==> src/rtl/sync_fifo_pkg.sv <==
// Shared constants and flag bundle for the single-clock FIFO.
// Mode selectors and reset values used by the FIFO top level.
package sync_fifo_pkg;

  localparam int FIFO_MODE_STD  = 0;
  localparam int FIFO_MODE_FWFT = 1;
  localparam int FIFO_AE_DEFAULT = 2;

  typedef struct packed {
    logic full;
    logic almost_full;
    logic empty;
    logic almost_empty;
    logic overflow;
    logic underflow;
  } fifo_flags_t;

  localparam fifo_flags_t FLAGS_RST = '{
    full:         1'b0,
    almost_full:  1'b0,
    empty:        1'b1,
    almost_empty: 1'b1,
    overflow:     1'b0,
    underflow:    1'b0
  };

endpackage

==> src/rtl/sync_fifo_fwft_stage.sv <==
// First-word-fall-through output stage: head register plus valid bit.
// Loaded from RAM when empty or when the head is being acknowledged.
module sync_fifo_fwft_stage #(
  parameter int DATA_WIDTH = 8
) (
  input  logic                  clk,
  input  logic                  rst,
  input  logic                  load,
  input  logic                  ack,
  input  logic [DATA_WIDTH-1:0] din,
  output logic [DATA_WIDTH-1:0] dout,
  output logic                  valid
);

  logic [DATA_WIDTH-1:0] dout_q, dout_d;
  logic                  valid_q, valid_d;

  always_comb begin
    dout_d  = load ? din : dout_q;
    valid_d = load | (valid_q & ~ack);
  end

  always_ff @(posedge clk) begin
    if (rst) begin
      dout_q  <= '0;
      valid_q <= 1'b0;
    end else begin
      dout_q  <= dout_d;
      valid_q <= valid_d;
    end
  end

  assign dout  = dout_q;
  assign valid = valid_q;

endmodule

==> src/rtl/sync_fifo.sv <==
// Single-clock FIFO with standard or FWFT output, programmable
// almost flags, occupancy count and overflow/underflow pulses.
module sync_fifo
  import sync_fifo_pkg::*;
#(
  parameter int DATA_WIDTH = 8,
  parameter int DEPTH      = 16,
  parameter int ADDR_WIDTH = $clog2(DEPTH),
  parameter int FWFT       = FIFO_MODE_STD,
  parameter int AF_LEVEL   = DEPTH - 2,
  parameter int AE_LEVEL   = FIFO_AE_DEFAULT
) (
  input  logic                  clk,
  input  logic                  rst,
  input  logic                  wr_en,
  input  logic [DATA_WIDTH-1:0] wr_din,
  output logic                  fifo_full,
  output logic                  fifo_almost_full,
  input  logic                  rd_en,
  output logic [DATA_WIDTH-1:0] rd_dout,
  output logic                  rd_valid,
  output logic                  fifo_empty,
  output logic                  fifo_almost_empty,
  output logic [ADDR_WIDTH:0]   fifo_level,
  output logic                  overflow,
  output logic                  underflow
);

  localparam int LW = ADDR_WIDTH + 1;
  localparam logic [LW-1:0] LVL_FULL = LW'(DEPTH);
  localparam logic [LW-1:0] LVL_AF   = LW'(AF_LEVEL);
  localparam logic [LW-1:0] LVL_AE   = LW'(AE_LEVEL);
  localparam bit IS_FWFT = (FWFT == FIFO_MODE_FWFT);

  logic [DATA_WIDTH-1:0] mem [DEPTH];
  logic [DATA_WIDTH-1:0] ram_rd;
  logic [ADDR_WIDTH-1:0] wr_ptr_q, wr_ptr_d;
  logic [ADDR_WIDTH-1:0] rd_ptr_q, rd_ptr_d;
  logic [LW-1:0]         level_q, level_d;
  logic [LW-1:0]         ram_cnt_q, ram_cnt_d;
  fifo_flags_t           flags_q, flags_d;
  logic                  wr_acc, rd_acc, ram_pop;
  logic                  stage_valid, stage_valid_nx;

  // ram_cnt tracks words still in RAM; in FWFT the head word lives in the stage
  always_comb begin
    wr_acc   = wr_en & ~flags_q.full;
    rd_acc   = rd_en & ~flags_q.empty;
    ram_pop  = IS_FWFT ? ((~stage_valid | rd_acc) & (ram_cnt_q != '0))
                       : rd_acc;
    wr_ptr_d = wr_ptr_q + ADDR_WIDTH'(wr_acc);
    rd_ptr_d = rd_ptr_q + ADDR_WIDTH'(ram_pop);
    level_d  = level_q + LW'(wr_acc) - LW'(rd_acc);
    ram_cnt_d = ram_cnt_q + LW'(wr_acc) - LW'(ram_pop);
    stage_valid_nx = ram_pop | (stage_valid & ~rd_acc);
    flags_d = FLAGS_RST;
    flags_d.full         = (level_d == LVL_FULL);
    flags_d.almost_full  = (level_d >= LVL_AF);
    flags_d.empty        = IS_FWFT ? ~stage_valid_nx : (level_d == '0);
    flags_d.almost_empty = (level_d <= LVL_AE);
    flags_d.overflow     = wr_en & flags_q.full;
    flags_d.underflow    = rd_en & flags_q.empty;
  end

  always_ff @(posedge clk) begin
    if (rst) begin
      wr_ptr_q  <= '0;
      rd_ptr_q  <= '0;
      level_q   <= '0;
      ram_cnt_q <= '0;
      flags_q   <= FLAGS_RST;
    end else begin
      wr_ptr_q  <= wr_ptr_d;
      rd_ptr_q  <= rd_ptr_d;
      level_q   <= level_d;
      ram_cnt_q <= ram_cnt_d;
      flags_q   <= flags_d;
    end
  end

  always_ff @(posedge clk) begin
    if (wr_acc) mem[wr_ptr_q] <= wr_din;
  end

  assign ram_rd = mem[rd_ptr_q];

  if (IS_FWFT) begin : g_fwft
    sync_fifo_fwft_stage #(
      .DATA_WIDTH (DATA_WIDTH)
    ) u_stage (
      .clk   (clk),
      .rst   (rst),
      .load  (ram_pop),
      .ack   (rd_acc),
      .din   (ram_rd),
      .dout  (rd_dout),
      .valid (stage_valid)
    );
    assign rd_valid = stage_valid;
  end else begin : g_std
    logic [DATA_WIDTH-1:0] dout_q, dout_d;
    logic                  valid_q, valid_d;

    always_comb begin
      dout_d  = rd_acc ? ram_rd : dout_q;
      valid_d = rd_acc;
    end

    always_ff @(posedge clk) begin
      if (rst) begin
        dout_q  <= '0;
        valid_q <= 1'b0;
      end else begin
        dout_q  <= dout_d;
        valid_q <= valid_d;
      end
    end

    assign rd_dout     = dout_q;
    assign rd_valid    = valid_q;
    assign stage_valid = 1'b0;
  end

  assign fifo_full         = flags_q.full;
  assign fifo_almost_full  = flags_q.almost_full;
  assign fifo_empty        = flags_q.empty;
  assign fifo_almost_empty = flags_q.almost_empty;
  assign fifo_level        = level_q;
  assign overflow          = flags_q.overflow;
  assign underflow         = flags_q.underflow;

endmodule

==> config.mk <==
export PLATFORM = sky130hd
export DESIGN_NAME = sync_fifo
export DESIGN_NICKNAME = d
export VERILOG_FILES = /design/src/rtl/sync_fifo_pkg.sv /design/src/rtl/sync_fifo_fwft_stage.sv /design/src/rtl/sync_fifo.sv
export SDC_FILE = /design/constraint.sdc
export NUM_CORES = 1
export LEC_CHECK = 0
export CAP_MARGIN = 15
export CORE_ASPECT_RATIO = 0.7
export CORE_MARGIN = 3
export CORE_UTILIZATION = 35
export DETAILED_ROUTE_END_ITERATION = 16
export PLACE_DENSITY = 0.52
export SYNTH_ARGS = -nofsm -noshare
export SYNTH_HDL_FRONTEND = slang
export SYNTH_SLANG_ARGS = --single-unit
==> constraint.sdc <==
create_clock -name clk -period 7.4 [get_ports clk]
set_input_delay 2.22 -clock clk [delete_from_list [all_inputs] [get_ports clk]]
set_output_delay 2.22 -clock clk [all_outputs]
set_load 0.005 [all_outputs]
==> impl_results.md, run 1 <==
- Post-synthesis xor/xnor area fraction: 0.0128
- Fin util: 0.433
- Worst-Margin Slew: 1050 ps
- Async SR Flop Fraction: 0
- Row count: 39
- Peak Freq: 0.243 GHz
- Clock root buffer: clkbuf_16
- Setup TNS: 0 ps
- Post-Synthesis Net Count: 368
- RR Endpoint: rd_dout[4]$_SDFFE_PP0P_
- # nets final: 408
- Hold Crit Class: reg -> reg
- Largest family of logic cells by synthesized area: multiplexers
- Synthesized instance count: 348
- Count of final setup violators: 0
- Avg Cell Area, Syn: 17.7 µm²
- Synth area leaders: edfxtp_1, dfxtp_1, mux4_1
- Antenna violations before repair: 0
- WS Path Type: in -> reg
- Via count: 3111
- Grt ovf: 0
- Tightest slew margin relative to the limit: 0.297
- IO Pins: 32
- Yosys warning count: 0
- GPL Wtd Cong: 0.774
- Post-synth EDFFs: 128
- Final WL: 12.1 mm
- Largest net degree at the start of global routing: 44
- Die Area: 19200 µm²
- CP Capture Type: flop
- Post-CTS Resized: 0
- Reg2Reg Launch Point: rd_ptr_q[1]$_SDFF_PP0_
- Via-to-Cell Ratio: 4.97
- FF-to-FF path depth: 5
- Sequential fraction of the synthesis area: 0.716
- Clk_lat worst skew: 420 ps
- Critical path launch point: wr_en
- DRC errors left: 0
- Die X: 164 µm
- HP Start: fifo_full$_SDFF_PP0_
- Adder-Cell Fraction of Synth Area: 0.0175
- Synth area leader: edfxtp_1
- First-pass GRT wire length: 18.7 mm
- Pleak: 2.40 nW
- Proportion of synthesized area in mux cells: 0.135
- Area Growth Syn to Fin: 18.2%
- Status: complete, no violations
- CTS Buf Count: 17
- Number of port buffers: 31
- CP max FO: 5
- Simple-gate share of the synthesized area: 0.0539
- Post-synth top area share: 0.625
- Crit path to: fifo_almost_full$_SDFF_PP0_
- CTS tree: done
- Share of cells above drive strength 1: 0.155
- Post-DR wirelength/cell: 19.4 µm
- Non-filler cells, final: 626
- H-tree Lvls: 4
- RSZ-0062 raised after global routing: false
- Inst Count DP: 594
- Critical path launch point type: primary input
- Initial DRC count: 260
- Post-CTS setup buffer count: 0
- Min Clock Period, post-route: 4110 ps
- Antenna Nets Post-Route: 0
- R2R Setup Slk: 5110 ps
- Final worst slack: 3290 ps
- Final HPWL DP: 7.64 mm
- Count of hold-fix buffers inserted at cts: 0
- Vias in the first global route: 3172
- Synthesized cell area: 6150 µm²
- Maximum clock insertion buffer count: 2
- Worst IR Drop VDD: 0.000133 V
- Fillcell total: 1523
- Max Transition Viols Final: 0
- Worst Clk Skew: 13.8 ps
- Die height: 117 µm
- TritonRoute pass-1 iters: 4
- ANT cells: 0
- Number of max-cap violations: 0
- Pwr Total: 0.00233 W
- TritonCTS Sinks: 156
- WP data arrival: 4370 ps
- Starting Density: 0.367
- Pre-CTS setup slack: 2850 ps
- Compound-cell area share of the yosys netlist: 0.0378
- Ys flop type: edfxtp_1
- Post-synthesis register bit count: 156
- Final hold violation count: 0
- Req. time, crit path: 7670 ps
- GRT Util Overall: 0.135
- Most common cell in the netlist: edfxtp_1
- Clock slew at reported path FFs: 60 ps
- Synth top cells by count: edfxtp_1, dfxtp_1, nor2_1, mux2i_1, nand2_1
- Pwr dens: 320 nW/µm²
- Final period utilization: 0.555
- Cell variety after synth: 38
- Core Region: 16800 µm²
## per-stage QoR
stage	area (µm²)	hold WS, ps
floorplan	6150	434
global placement	6660	438
detailed placement	6660	437
CTS	7270	449
global route	7270	493
finish	7270	445
## how the worst min path moves through the flow
stage,cells past startpoint,slack (ps),to
2_1_floorplan,2,430,overflow$_SDFF_PP0_
3_3_place_gp,2,440,overflow$_SDFF_PP0_
3_5_place_dp,2,440,overflow$_SDFF_PP0_
4_1_cts,2,450,overflow$_SDFF_PP0_
5_1_grt,2,490,overflow$_SDFF_PP0_
6_report,2,450,overflow$_SDFF_PP0_
## power by group
group | internal, W | leakage [nW] | switching [W] | total [W]
registers | 0.00101 | 1.39 | 0.0000342 | 0.00105
clock network | 0.000540 | 0.290 | 0.000366 | 0.000905
logic | 0.000186 | 0.720 | 0.000191 | 0.000377
total | 0.00174 | 2.40 | 0.000591 | 0.00233
## sequential cells by signal, indices dropped and copies added (netlist names)
register and cells:
fifo_full 1, fifo_almost_empty 1, fifo_level 5, wr_ptr_q 4
rd_valid 1, rd_ptr_q 4, mem 128, overflow 1
fifo_almost_full 1, rd_dout 8, fifo_empty 1, underflow 1
## area by class of cell
| class | instances | area [µm²] | share of cell area |
|---|---|---|---|
| well taps | 225 | 282 | 0.0387 |
| multi-input cells | 167 | 1580 | 0.217 |
| clock inverters | 14 | 183 | 0.0251 |
| flip-flops and latches | 156 | 4410 | 0.606 |
| inverters | 8 | 30.0 | 0.00413 |
| repair buffers | 38 | 363 | 0.0499 |
| clock buffers | 18 | 429 | 0.0590 |
## cell families after synthesis
family	Yosys count
buffers and inverters	25
adders and majority gates	8
and+or+nand+nor	70
muxes	49
xor gates and xnor gates	9
AOI/OAI and AO/OA	31
DFF	156
## routing by layer
metal,GRT usage,vias to the layer above,share of wire,wire (µm)
met2,0.206,62,0.44,5370
met5,0,-,0,0
li1,-,1441,-,-
met3,0.0355,12,0.037,443
met4,0.0441,0,0.010,122
met1,0.191,1596,0.51,6200
## critical path: stages
cell and delay (ps):
clkdlybuf4s50_1 480, nand2b_1 130, inv_1 120, nand2_1 60, nand2_1 70, ha_1 160
inv_1 50, fa_1 390, inv_1 70, a21o_1 110, a21oi_1 70, xnor2_1 320
o21ai_0 130
## cell usage in the layout (no fill, tap or decap), types with 4 or more instances in the layout
cell / count
nor3_1: 4
mux2_2: 8
mux4_2: 12
nand2b_1: 5
clkdlybuf4s50_1: 31
nor2_1: 28
a221oi_1: 7
xor2_1: 5
inv_6: 5
mux2i_1: 18
mux4_1: 11
xnor2_1: 4
nand2_1: 15
o21ai_0: 8
inv_1: 8
buf_4: 7
nor2b_1: 5
dfxtp_1: 27
ha_1: 7
edfxtp_1: 128
clkbuf_16: 17
a22oi_1: 7
(Power assumes the default switching activity.)
==> run 2: changes to the inputs <==
--- a/config.mk
+++ b/config.mk
@@ -10,7 +10,7 @@
 export CORE_MARGIN = 3
 export CORE_UTILIZATION = 35
 export DETAILED_ROUTE_END_ITERATION = 16
-export PLACE_DENSITY = 0.52
+export PLACE_DENSITY = 0.54
 export SYNTH_ARGS = -nofsm -noshare
 export SYNTH_HDL_FRONTEND = slang
 export SYNTH_SLANG_ARGS = --single-unit
==> constraint.sdc (replaced) <==
create_clock -name clk -period 3.5 [get_ports clk]
set_input_delay 1.05 -clock clk [delete_from_list [all_inputs] [get_ports clk]]
set_output_delay 1.05 -clock clk [all_outputs]
set_load 0.005 [all_outputs]
==> run 2 against run 1 <==
  * Utilization rose by 0.72 points
  * Design area up 1.7%
  * Total power increased by 110%
  * Via count up 1.4%
  * Critical endpoint is now fifo_empty$_SDFF_PP1_
  * Largest power group unchanged
  * Wire length barely moved
  * Cell count grew 2.6%
  * Worst hold slack improved by 6.4 ps
  * Clock-buffer cell count unchanged
  * Non-clock buffer count up 16
  * Combinational power grew 110%
  * Clock power rose by 110%
==> impl_results.md, run 2 (synthesized netlist as in run 1, its figures left out) <==
- Largest net degree at the start of global routing: 23 (-48%)
- Area Growth Syn to Fin: 20.1%
- R2R Setup Slk: 1270 ps (-3840 ps)
- CTS Buf Count: 17 (unchanged)
- Crit path to: fifo_empty$_SDFF_PP1_
- Number of port buffers: 31 (unchanged)
- CP Capture Type: flop
- Initial DRC count: 283 (+8.8%)
- Vias in the first global route: 3268 (+3.0%)
- Peak Freq: 0.336 GHz
- Worst-Margin Slew: 784 ps (-268 ps)
- P_sw: 0.00121 W (+110%)
- RSZ-0062 raised after global routing: false
- # nets final: 424 (+3.9%)
- Final worst slack: 528 ps (-2760 ps)
- Core Region: 16800 µm² (unchanged)
- Cell-internal power: 0.00368 W (+110%)
- Via count: 3154 (+1.4%)
- Setup TNS: 0 ps (unchanged)
- First-pass GRT wire length: 19.2 mm (+2.7%)
- GRT Util Overall: 0.138 (+0.00305)
- Status: complete, no violations
- FF-to-FF path depth: 12 (+7)
- Clock root buffer: clkbuf_16
- Pwr dens: 663 nW/µm² (+110%)
- WS Path Type: in -> reg
- Reg2Reg Launch Point: fifo_full$_SDFF_PP0_
- GPL Wtd Cong: 0.787 (+1.7%)
- WP data arrival: 3320 ps (-1050 ps)
- Pre-CTS setup slack: 115 ps (-2740 ps)
- Starting Density: 0.367 (unchanged)
- Pleak: 2.49 nW (+3.7%)
- DRC errors left: 0 (unchanged)
- Largest Register: mem
- Count of final setup violators: 0 (unchanged)
- Final HPWL DP: 8.04 mm (+5.2%)
- Sw frac: 0.248 (-0.00578)
- Maximum clock insertion buffer count: 2 (unchanged)
- Clock slew at reported path FFs: 60 ps (about the same)
- CTS tree: done
- Critical path launch point: rd_en
- Share of cells above drive strength 1: 0.189 (+0.0348)
- IO Pins: 32 (unchanged)
- Final WL: 12.1 mm (about the same)
- Tightest slew margin relative to the limit: 0.477 (+0.180)
- Antenna violations before repair: 0 (unchanged)
- Die height: 117 µm (unchanged)
- Die X: 164 µm (unchanged)
- Via-to-Cell Ratio: 4.91 (-1.1%)
- Number of max-cap violations: 0 (unchanged)
- CP max FO: 5 (unchanged)
- Fillcell total: 1492 (-2.0%)
- Post-CTS setup buffer count: 0 (unchanged)
- Die Area: 19200 µm² (unchanged)
- Grt ovf: 0 (unchanged)
- Worst IR Drop VDD: 0.000327 V (+150%)
- Antenna Nets Post-Route: 0 (unchanged)
- Min Clock Period, post-route: 2970 ps
- Row count: 39 (unchanged)
- Max reg flops: 128 (unchanged)
- Max Transition Viols Final: 0 (unchanged)
- Final hold violation count: 0 (unchanged)
- RR Endpoint: fifo_empty$_SDFF_PP1_
- TritonCTS Sinks: 156 (unchanged)
- Post-CTS Resized: 0 (unchanged)
- Post-DR wirelength/cell: 18.9 µm (-2.5%)
- Count of hold-fix buffers inserted at cts: 0 (unchanged)
- Clock power share: 0.381 (-0.008)
- Commonest non-fill, non-tap cell in the layout: edfxtp_1
- Clk_lat worst skew: 420 ps (about the same)
- TritonRoute pass-1 iters: 4 (unchanged)
- Final period utilization: 0.849
- H-tree Lvls: 4 (unchanged)
- ANT cells: 0 (unchanged)
- Worst Clk Skew: 15.4 ps (+1.66 ps)
- Commonest non-fill, non-tap cells in the layout: edfxtp_1, clkdlybuf4s50_1, nor2_1
- Worst hold margin: 451 ps (+6.45 ps)
- Req. time, crit path: 3850 ps (-3820 ps)
- Critical path launch point type: primary input
- Comb power frac: 0.162 (about the same)
- Hold Crit Class: reg -> reg
- Sequential fraction of design power: 0.456 (+0.006)
## run 2: cell count changes in the layout (fill, tap and decap cells not counted)
cell / change
clkinv_2: +1
clkinv_1: -1
clkinvlp_4: -1
inv_6: -1
buf_4: +16
clkinv_4: +3
inv_8: -1
## run 2: layout make-up
type | instances | area [µm²] | area share
Clock buffer | 18 | 429 | 0.0581
Multi-Input combinational cell | 167 | 1580 | 0.214
Inverter | 8 | 30.0 | 0.00406
Timing Repair Buffer | 54 | 483 | 0.0653
Clock inverter | 14 | 183 | 0.0247
Tap cell | 225 | 282 | 0.0381
Sequential cell | 156 | 4410 | 0.596
## run 2: worst max-delay path, cell delays in order
cell	delay [ps]
clkdlybuf4s50_1	490
and2b_2	200
nand2_1	90
nand2_1	70
ha_1	150
inv_1	50
fa_1	390
inv_1	70
a21o_1	110
a21oi_1	70
xnor2_1	340
a41o_1	230
## run 2: worst min-delay path by stage
stage	startpoint	endpoint	slack [ps]	cells after the start
global route	fifo_full$_SDFF_PP0_	overflow$_SDFF_PP0_	460	2
finish	fifo_full$_SDFF_PP0_	overflow$_SDFF_PP0_	450	2
detailed placement	fifo_full$_SDFF_PP0_	overflow$_SDFF_PP0_	440	2
global placement	fifo_full$_SDFF_PP0_	overflow$_SDFF_PP0_	440	2
CTS	fifo_full$_SDFF_PP0_	overflow$_SDFF_PP0_	450	2
floorplan	fifo_full$_SDFF_PP0_	overflow$_SDFF_PP0_	430	2
## run 2: through the flow
stage           util  cell area (µm²)  power [W]  instances
2_1_floorplan      -             6150    0.00277        348
3_3_place_gp   0.404             6780    0.00307        610
3_5_place_dp   0.404             6780    0.00308        610
4_1_cts        0.440             7390    0.00497        642
5_1_grt        0.440             7390    0.00514        642
6_report       0.440             7390    0.00490        642
## run 2: per-layer routing
metal | part of all wire | vias to the layer above | global-route usage
met5 | 0 | - | 0
met4 | 0.0045 | 0 | 0.0508
met3 | 0.055 | 6 | 0.0348
met2 | 0.45 | 77 | 0.203
met1 | 0.49 | 1592 | 0.200
li1 | - | 1479 | -
## run 2: power by group through the flow
stage                     combinational [W]  clock, W  sequential, W
after floorplan                    0.000526         0        0.00224
after global placement             0.000791         0        0.00228
after detailed placement           0.000807         0        0.00228
after CTS                          0.000812   0.00192        0.00224
after global routing               0.000890   0.00199        0.00225
final                              0.000795   0.00187        0.00224
